--- config.mk ---
export PLATFORM = sky130hd
export DESIGN_NAME = axis_pattern_generator
export DESIGN_NICKNAME = d
export VERILOG_FILES = /design/src/rtl/axis_pattern_generator.sv
export SDC_FILE = /design/constraint.sdc
export NUM_CORES = 1
export LEC_CHECK = 0
export ABC_CLOCK_PERIOD_IN_PS = 11350
export CAP_MARGIN = 10
export CORE_MARGIN = 2
export CORE_UTILIZATION = 40
export CTS_CLUSTER_DIAMETER = 80
export DETAILED_ROUTE_END_ITERATION = 12
export GPL_TIMING_DRIVEN = 0
export PLACE_DENSITY = 0.67
export SYNTH_ARGS = -nofsm -noshare
export SYNTH_HDL_FRONTEND = slang
export SYNTH_SLANG_ARGS = --single-unit
--- constraint.sdc ---
create_clock -name clk -period 11.35 [get_ports clk]
set_input_delay 1.7025 -clock clk [delete_from_list [all_inputs] [get_ports clk]]
set_output_delay 1.7025 -clock clk [all_outputs]
set_load 0.005 [all_outputs]
--- src/rtl/axis_pattern_generator.sv ---
// axis_pattern_generator
// AXI4-Stream test-pattern source (increment / constant / Galois LFSR) with
// packetisation, multi-packet and continuous runs, abort and beat counting.
// Configured and monitored through a small AXI4-Lite register slave.
module axis_pattern_generator #(
    parameter int DATA_WIDTH = 32,
    parameter int TID_WIDTH  = 8
) (
    input  logic                    clk,
    input  logic                    rst_n,
    // AXI4-Stream master
    output logic [DATA_WIDTH-1:0]   m_axis_tdata,
    output logic                    m_axis_tvalid,
    input  logic                    m_axis_tready,
    output logic [DATA_WIDTH/8-1:0] m_axis_tstrb,
    output logic [DATA_WIDTH/8-1:0] m_axis_tkeep,
    output logic                    m_axis_tlast,
    output logic [TID_WIDTH-1:0]    m_axis_tid,
    // AXI4-Lite slave
    input  logic [7:0]              s_axi_awaddr,
    input  logic                    s_axi_awvalid,
    output logic                    s_axi_awready,
    input  logic [31:0]             s_axi_wdata,
    input  logic [3:0]              s_axi_wstrb,
    input  logic                    s_axi_wvalid,
    output logic                    s_axi_wready,
    output logic [1:0]              s_axi_bresp,
    output logic                    s_axi_bvalid,
    input  logic                    s_axi_bready,
    input  logic [7:0]              s_axi_araddr,
    input  logic                    s_axi_arvalid,
    output logic                    s_axi_arready,
    output logic [31:0]             s_axi_rdata,
    output logic [1:0]              s_axi_rresp,
    output logic                    s_axi_rvalid,
    input  logic                    s_axi_rready
);

    localparam int STRB_WIDTH = DATA_WIDTH / 8;

    localparam logic [5:0] ADDR_CTRL     = 6'h00;
    localparam logic [5:0] ADDR_STATUS   = 6'h01;
    localparam logic [5:0] ADDR_INIT     = 6'h02;
    localparam logic [5:0] ADDR_STEP     = 6'h03;
    localparam logic [5:0] ADDR_PKT_LEN  = 6'h04;
    localparam logic [5:0] ADDR_NUM_PKTS = 6'h05;
    localparam logic [5:0] ADDR_BEAT_CNT = 6'h06;

    localparam logic [1:0]  MODE_CONST = 2'd1;
    localparam logic [1:0]  MODE_LFSR  = 2'd2;
    localparam logic [31:0] LFSR_TAPS  = 32'h8020_0003;

    // LOAD is the one-cycle gap between shadowing the config and presenting
    // the first beat, so the first beat appears two cycles after the START write.
    typedef enum logic [1:0] {
        ST_IDLE  = 2'd0,
        ST_LOAD  = 2'd1,
        ST_RUN   = 2'd2,
        ST_DRAIN = 2'd3
    } state_t;

    state_t state_reg, state_next;

    // Programmable configuration (what the CPU sees)
    logic        cfg_cont_reg;
    logic [1:0]  cfg_mode_reg;
    logic [7:0]  cfg_tid_reg;
    logic [31:0] cfg_init_reg;
    logic [31:0] cfg_step_reg;
    logic [31:0] cfg_len_reg;
    logic [31:0] cfg_num_reg;

    // Shadow copy used by the running generator
    logic                 sh_cont_reg;
    logic [1:0]           sh_mode_reg;
    logic [TID_WIDTH-1:0] sh_tid_reg;
    logic [31:0]          sh_step_reg;
    logic [31:0]          sh_len_reg;
    logic [31:0]          sh_num_reg;

    // Generator datapath
    logic [31:0] pat_reg;
    logic [31:0] beat_idx_reg;
    logic [31:0] pkt_idx_reg;
    logic [31:0] beat_cnt_reg;
    logic        tvalid_reg;
    logic        tlast_reg;
    logic        done_reg;
    logic        aborted_reg;

    // Command pulses from CTRL writes
    logic start_req_reg;
    logic stop_req_reg;

    // FSM decisions consumed by the datapath
    logic load_cfg;
    logic zero_run;
    logic finish_run;
    logic abort_run;
    logic force_last;
    logic advance;

    logic        fire;
    logic        last_beat;
    logic        final_beat;
    logic        cfg_zero;
    logic        wr_fire;
    logic        rd_fire;
    logic [5:0]  wr_addr;
    logic [5:0]  rd_addr;
    logic [31:0] rd_mux;
    logic [31:0] pat_next;
    logic [31:0] seed;

    // Address byte-offset bits and byte strobes carry no information here
    logic unused_ok;
    assign unused_ok = ^{s_axi_awaddr[1:0], s_axi_araddr[1:0], s_axi_wstrb};

    assign wr_fire = s_axi_awready & s_axi_awvalid & s_axi_wvalid;
    assign rd_fire = s_axi_arready & s_axi_arvalid;
    assign wr_addr = s_axi_awaddr[7:2];
    assign rd_addr = s_axi_araddr[7:2];

    assign s_axi_bresp  = 2'b00;
    assign s_axi_rresp  = 2'b00;

    assign m_axis_tdata  = pat_reg[DATA_WIDTH-1:0];
    assign m_axis_tvalid = tvalid_reg;
    assign m_axis_tlast  = tlast_reg;
    assign m_axis_tid    = sh_tid_reg;

    genvar gi;
    generate
        for (gi = 0; gi < STRB_WIDTH; gi++) begin : g_strb
            assign m_axis_tstrb[gi] = 1'b1;
            assign m_axis_tkeep[gi] = 1'b1;
        end
    endgenerate

    assign fire       = tvalid_reg & m_axis_tready;
    assign last_beat  = (beat_idx_reg == sh_len_reg - 32'd1);
    assign final_beat = last_beat && !sh_cont_reg && (pkt_idx_reg == sh_num_reg - 32'd1);
    assign cfg_zero   = (cfg_len_reg == 32'd0) || ((cfg_num_reg == 32'd0) && !cfg_cont_reg);
    assign seed       = ((cfg_mode_reg == MODE_LFSR) && (cfg_init_reg == 32'd0)) ? 32'd1 : cfg_init_reg;

    // Next pattern value after a handshake; reserved mode 3 falls back to increment
    always_comb begin
        pat_next = pat_reg + sh_step_reg;
        case (sh_mode_reg)
            MODE_CONST: pat_next = pat_reg;
            MODE_LFSR:  pat_next = (pat_reg >> 1) ^ (pat_reg[0] ? LFSR_TAPS : 32'd0);
            default:    pat_next = pat_reg + sh_step_reg;
        endcase
    end

    // Register read multiplexer; unmapped offsets read as zero
    always_comb begin
        rd_mux = 32'd0;
        case (rd_addr)
            ADDR_CTRL:     rd_mux = {16'd0, cfg_tid_reg, 2'b00, cfg_mode_reg, 1'b0, cfg_cont_reg, 2'b00};
            ADDR_STATUS:   rd_mux = {29'd0, aborted_reg, done_reg, (state_reg != ST_IDLE)};
            ADDR_INIT:     rd_mux = cfg_init_reg;
            ADDR_STEP:     rd_mux = cfg_step_reg;
            ADDR_PKT_LEN:  rd_mux = cfg_len_reg;
            ADDR_NUM_PKTS: rd_mux = cfg_num_reg;
            ADDR_BEAT_CNT: rd_mux = beat_cnt_reg;
            default:       rd_mux = 32'd0;
        endcase
    end

    // AXI-Lite handshakes: single-cycle ready pulses, responses held until accepted
    always_ff @(posedge clk or negedge rst_n) begin
        if (!rst_n) begin
            s_axi_awready <= 1'b0;
            s_axi_wready  <= 1'b0;
            s_axi_bvalid  <= 1'b0;
            s_axi_arready <= 1'b0;
            s_axi_rvalid  <= 1'b0;
            s_axi_rdata   <= 32'd0;
        end else begin
            s_axi_awready <= !s_axi_awready && s_axi_awvalid && s_axi_wvalid && !s_axi_bvalid;
            s_axi_wready  <= !s_axi_awready && s_axi_awvalid && s_axi_wvalid && !s_axi_bvalid;
            if (wr_fire) begin
                s_axi_bvalid <= 1'b1;
            end else if (s_axi_bready) begin
                s_axi_bvalid <= 1'b0;
            end
            s_axi_arready <= !s_axi_arready && s_axi_arvalid && !s_axi_rvalid;
            if (rd_fire) begin
                s_axi_rvalid <= 1'b1;
                s_axi_rdata  <= rd_mux;
            end else if (s_axi_rready) begin
                s_axi_rvalid <= 1'b0;
            end
        end
    end

    // Configuration registers and the registered START/STOP pulses
    always_ff @(posedge clk or negedge rst_n) begin
        if (!rst_n) begin
            cfg_cont_reg  <= 1'b0;
            cfg_mode_reg  <= 2'd0;
            cfg_tid_reg   <= 8'd0;
            cfg_init_reg  <= 32'd0;
            cfg_step_reg  <= 32'd0;
            cfg_len_reg   <= 32'd0;
            cfg_num_reg   <= 32'd0;
            start_req_reg <= 1'b0;
            stop_req_reg  <= 1'b0;
        end else begin
            start_req_reg <= wr_fire && (wr_addr == ADDR_CTRL) && s_axi_wdata[0];
            stop_req_reg  <= wr_fire && (wr_addr == ADDR_CTRL) && s_axi_wdata[1];
            if (wr_fire) begin
                case (wr_addr)
                    ADDR_CTRL: begin
                        cfg_cont_reg <= s_axi_wdata[2];
                        cfg_mode_reg <= s_axi_wdata[5:4];
                        cfg_tid_reg  <= s_axi_wdata[15:8];
                    end
                    ADDR_INIT:     cfg_init_reg <= s_axi_wdata;
                    ADDR_STEP:     cfg_step_reg <= s_axi_wdata;
                    ADDR_PKT_LEN:  cfg_len_reg  <= s_axi_wdata;
                    ADDR_NUM_PKTS: cfg_num_reg  <= s_axi_wdata;
                    default: ;
                endcase
            end
        end
    end

    // FSM state register
    always_ff @(posedge clk or negedge rst_n) begin
        if (!rst_n) begin
            state_reg <= ST_IDLE;
        end else begin
            state_reg <= state_next;
        end
    end

    // FSM next state and the datapath actions for this cycle
    always_comb begin
        state_next = state_reg;
        load_cfg   = 1'b0;
        zero_run   = 1'b0;
        finish_run = 1'b0;
        abort_run  = 1'b0;
        force_last = 1'b0;
        advance    = 1'b0;
        case (state_reg)
            ST_IDLE: begin
                if (start_req_reg) begin
                    load_cfg = 1'b1;
                    if (cfg_zero) begin
                        zero_run = 1'b1;
                    end else begin
                        state_next = ST_LOAD;
                    end
                end
            end
            ST_LOAD: begin
                state_next = ST_RUN;
            end
            ST_RUN: begin
                if (fire && final_beat) begin
                    finish_run = 1'b1;
                    state_next = ST_IDLE;
                end else if (stop_req_reg) begin
                    // A beat accepted in the STOP cycle leaves nothing to drain
                    if (fire) begin
                        abort_run  = 1'b1;
                        state_next = ST_IDLE;
                    end else begin
                        force_last = 1'b1;
                        state_next = ST_DRAIN;
                    end
                end else if (fire) begin
                    advance = 1'b1;
                end
            end
            ST_DRAIN: begin
                if (fire) begin
                    abort_run  = 1'b1;
                    state_next = ST_IDLE;
                end
            end
            default: state_next = ST_IDLE;
        endcase
    end

    // Generator datapath: shadowing, pattern/counter update, stream flags, status
    always_ff @(posedge clk or negedge rst_n) begin
        if (!rst_n) begin
            sh_cont_reg  <= 1'b0;
            sh_mode_reg  <= 2'd0;
            sh_tid_reg   <= '0;
            sh_step_reg  <= 32'd0;
            sh_len_reg   <= 32'd0;
            sh_num_reg   <= 32'd0;
            pat_reg      <= 32'd0;
            beat_idx_reg <= 32'd0;
            pkt_idx_reg  <= 32'd0;
            beat_cnt_reg <= 32'd0;
            tvalid_reg   <= 1'b0;
            tlast_reg    <= 1'b0;
            done_reg     <= 1'b0;
            aborted_reg  <= 1'b0;
        end else begin
            if (fire) begin
                beat_cnt_reg <= beat_cnt_reg + 32'd1;
            end
            if (load_cfg) begin
                sh_cont_reg  <= cfg_cont_reg;
                sh_mode_reg  <= cfg_mode_reg;
                sh_tid_reg   <= cfg_tid_reg[TID_WIDTH-1:0];
                sh_step_reg  <= cfg_step_reg;
                sh_len_reg   <= cfg_len_reg;
                sh_num_reg   <= cfg_num_reg;
                pat_reg      <= seed;
                beat_idx_reg <= 32'd0;
                pkt_idx_reg  <= 32'd0;
                beat_cnt_reg <= 32'd0;
                tvalid_reg   <= 1'b0;
                tlast_reg    <= 1'b0;
                done_reg     <= zero_run;
                aborted_reg  <= 1'b0;
            end
            if (state_reg == ST_LOAD) begin
                tvalid_reg <= 1'b1;
                tlast_reg  <= (sh_len_reg == 32'd1);
            end
            if (finish_run) begin
                tvalid_reg <= 1'b0;
                tlast_reg  <= 1'b0;
                done_reg   <= 1'b1;
            end
            if (abort_run) begin
                tvalid_reg  <= 1'b0;
                tlast_reg   <= 1'b0;
                aborted_reg <= 1'b1;
            end
            if (force_last) begin
                tlast_reg <= 1'b1;
            end
            if (advance) begin
                pat_reg <= pat_next;
                if (last_beat) begin
                    beat_idx_reg <= 32'd0;
                    pkt_idx_reg  <= pkt_idx_reg + 32'd1;
                    tlast_reg    <= (sh_len_reg == 32'd1);
                end else begin
                    beat_idx_reg <= beat_idx_reg + 32'd1;
                    tlast_reg    <= (beat_idx_reg + 32'd1 == sh_len_reg - 32'd1);
                end
            end
        end
    end

endmodule

==> run_results.csv <==
group,metric,value,unit
timing,rsz0062_at_grt,"false",
cells_and_area,drive_gt1_share,12.4,%
power,power_density,133,mW/mm²
timing,fin_crit,6030,ps
setup_path,cp.arrival,6580,ps
run,drv_cap,0,
logic_synthesis,synth_area_leaders,"dfrtp_1 (43%), mux2_2 (7.3%), nand2_1 (7.0%)",
clock_tree,cts_setup_buffers,0,
logic_synthesis,synth_cell_types,89,
grt,grt_usage,27.1,%
floorplan,core_area,0.0604,mm²
logic_synthesis,async_reset_ff_share,100,%
logic_synthesis,synth-seq-area-share,42.9,%
timing,finalMaxSlewViolations,0,
detailed_routing,wl_per_cell,24.0,µm
detailed_routing,via_per_inst,6.01,
placement,portBuffers,129,
floorplan,fp.dieW,251,µm
detailed_routing,drc,0,
setup_path,path_class,"input pin to flip-flop",
timing,fin_skew,19.3,ps
logic_synthesis,avgSynthCellArea,9.41,µm²
detailed_routing,drt_iter0_drc,2037,
grt,grt_pass1_wl,131000,µm
cells_and_area,fin_nets,2886,
timing,relSlewSlack,21.4,%
power,cellLeakagePower,13.1,nW
floorplan,initial_core_util,40.4,%
grt,overflow,0,
logic_synthesis,synth_edf_count,0,
timing,fmax,166,MHz
cells_and_area,final_cells,3607,
clock_tree,htreeDepth,2,
power,power,3.78,mW
logic_synthesis,yosys.area_share.simple,21.2,%
logic_synthesis,synth_xor_area_share,6.66,%
logic_synthesis,synthAdderAreaFrac,1.98,%
logic_synthesis,synth_area,0.0244,mm²
timing,period_share,53.1,%
setup_path,cp_data_required_time,11900,ps
cells_and_area,fillers,5695,
clock_tree,cts-resized-gates,0,
logic_synthesis,yosys.area.top_type,"dfrtp_1",
logic_synthesis,synth_ff_type,"dfrtp_1",
detailed_routing,first_pass_iters,7,
grt,grt_antenna_before_repair,0,
cells_and_area,stdcell_area,0.0285,mm²
placement,placed_cells,3520,
floorplan,die-area,0.0630,mm²
logic_synthesis,synth_top_area_share,42.9,%
placement,place_area,0.0268,mm²
hold_path,hold_path.class,"flip-flop to flip-flop",
placement,dp_slack,4830,ps
logic_synthesis,synth_compound_area_share,12.9,%
setup_path,end_kind,"flip-flop",
timing,worst_hold_slack,467,ps
clock_tree,cts_sinks,418,
grt,grt_max_degree,130,
timing,finalSetupViolations,0,
setup_path,crit_path_top_delay_cell,"clkdlybuf4s50_1",
clock_tree,root_buffer,"clkbuf_16",
logic_synthesis,synth.area.mux_share,10.6,%
clock_tree,clk_pin_slew_worst_paths,60,ps
logic_synthesis,yosys_warnings,0,
setup_path,crit_buf_inv,4,
detailed_routing,totalWireLength,86600,µm
placement,hpwlAfterDp,65700,µm
cells_and_area,antenna_cells,0,
setup_path,critPathMaxStageDelay,630,ps
logic_synthesis,synth_top_family_by_area,"simple AND/OR/NAND/NOR gates",
clock_tree,tritoncts,"done",
power,irDropWorstVdd,0.114,mV
status,status,"complete, no violations",
detailed_routing,postRouteAntennaNets,0,
timing,tns,0,ps
clock_tree,cts_buffer_depth,3,
logic_synthesis,synthCells,2593,
cells_and_area,multi_input_area,0.0131,mm²
setup_path,path_cells,"clkdlybuf4s50_1, nand2_1, or4_1, a211oi_1, nand2b_1, a2111oi_0, and4_1, nand4b_4, and2_1, clkbuf_1, buf_2, clkbuf_1, a31oi_1, mux2_4",
floorplan,rows,90,
timing,hold_violations,0,
floorplan,die_h,251,µm
cells_and_area,regArea,0.0105,mm²
placement,gp_congestion,0.973,
setup_path,startpoint_type,"input pin",
grt,grt_pass1_vias,21346,
cells_and_area,area_growth,16.7,%
clock_tree,clkLatencyLatePin,620,ps
setup_path,path_delay_family,"simple AND/OR/NAND/NOR gates",
detailed_routing,vias,21680,
cells_and_area,final_core_util,47.2,%
timing,worst_slew_pin_slew,1180,ps
timing,setup_ws,5320,ps
setup_path,cp_max_fo,10,
setup_path,cp_common_cell,"clkbuf_1",
clock_tree,tritoncts.num_buffers,48,
clock_tree,ctsHoldBuffers,0,
floorplan,io_pins,151,
logic_synthesis,ys_ff_latch,418,
-- placed cells by master (no fill, tap or decap), types with 67 or more instances in the layout --
| master | Yosys | final |
|---|---|---|
| clkbuf_1 | 122 | 128 |
| nand3_1 | 67 | 67 |
| o21ai_0 | 68 | 68 |
| a21oi_1 | 83 | 83 |
| nor2_1 | 179 | 179 |
| clkdlybuf4s50_1 | 0 | 128 |
| xnor2_1 | 111 | 111 |
| dfrtp_1 | 418 | 418 |
| mux2_2 | 159 | 159 |
| nand2_1 | 457 | 457 |
| xor2_1 | 72 | 72 |
-- final timing paths --
| path | start | endpoint | slack (ps) | cells after the start |
|---|---|---|---|---|
| worst max-delay path | m_axis_tready | m_axis_tdata[7] | 5320 | 14 |
| worst min-delay path | s_axi_arready | s_axi_arready | 470 | 1 |
| worst max register to register | sh_len_reg[0] | m_axis_tdata[7] | 5510 | 17 |
| worst min register to register | s_axi_arready | s_axi_arready | 470 | 1 |
| max in group asynchronous | rst_n | sh_step_reg[23] | 8780 | 3 |
| min in group asynchronous | rst_n | pkt_idx_reg[6] | 1020 | 1 |
-- kinds of logic after synthesis --
| kind of cell | after synthesis |
|---|---|
| AO/OA/AOI/OAI | 449 |
| XOR/XNOR | 184 |
| adder cells (fa/ha/maj) | 38 |
| buffers and inverters | 214 |
| flip-flops | 418 |
| multiplexers | 226 |
| other | 2 |
| AND/OR/NAND/NOR | 1062 |
-- where the power goes --
group          leakage [nW]  internal (mW)  switching [mW]
logic                  6.70          0.252           0.219
clock network         0.792          0.929           0.688
registers              5.64           1.57           0.113
total                  13.1           2.76            1.02
-- synth_stat cells, types with 12 or more instances --
master / number
a41oi_1: 12
a22oi_1: 48
nand3_1: 67
o211ai_1: 15
nor4_1: 57
mux2i_1: 41
nand4_1: 52
and2_1: 19
a21oi_1: 83
clkbuf_1: 122
a21o_1: 21
a221oi_1: 12
a31oi_1: 36
buf_1: 19
and3_1: 27
xnor2_1: 111
dfrtp_1: 418
or4_1: 16
nand2b_1: 23
o31ai_1: 15
inv_1: 40
nor3_1: 53
nor2_1: 179
xor2_1: 72
mux2_2: 159
nand2_1: 457
a22o_1: 26
buf_4: 14
nor2b_1: 14
a211oi_1: 15
buf_2: 13
mux2_4: 26
or3_1: 22
o21ai_0: 68
ha_1: 37
-- final cells by class --
cell class	count	share of cell area (%)
multi-input combinational	1971	46.0
sequential	418	36.7
timing repair buffer	135	4.93
clock buffer	64	4.82
tap	782	3.44
buffer	174	2.69
clock inverter	23	0.896
inverter	40	0.527
-- per-layer routing --
layer	global-route usage [%]	up-vias	routed length, µm
li1	-	9712	-
met1	35.3	10710	35800
met5	0	-	0
met4	14.2	0	4870
met2	43.5	1031	39700
met3	4.43	227	6210
Note: power is estimated with default switching activity, not from simulation.
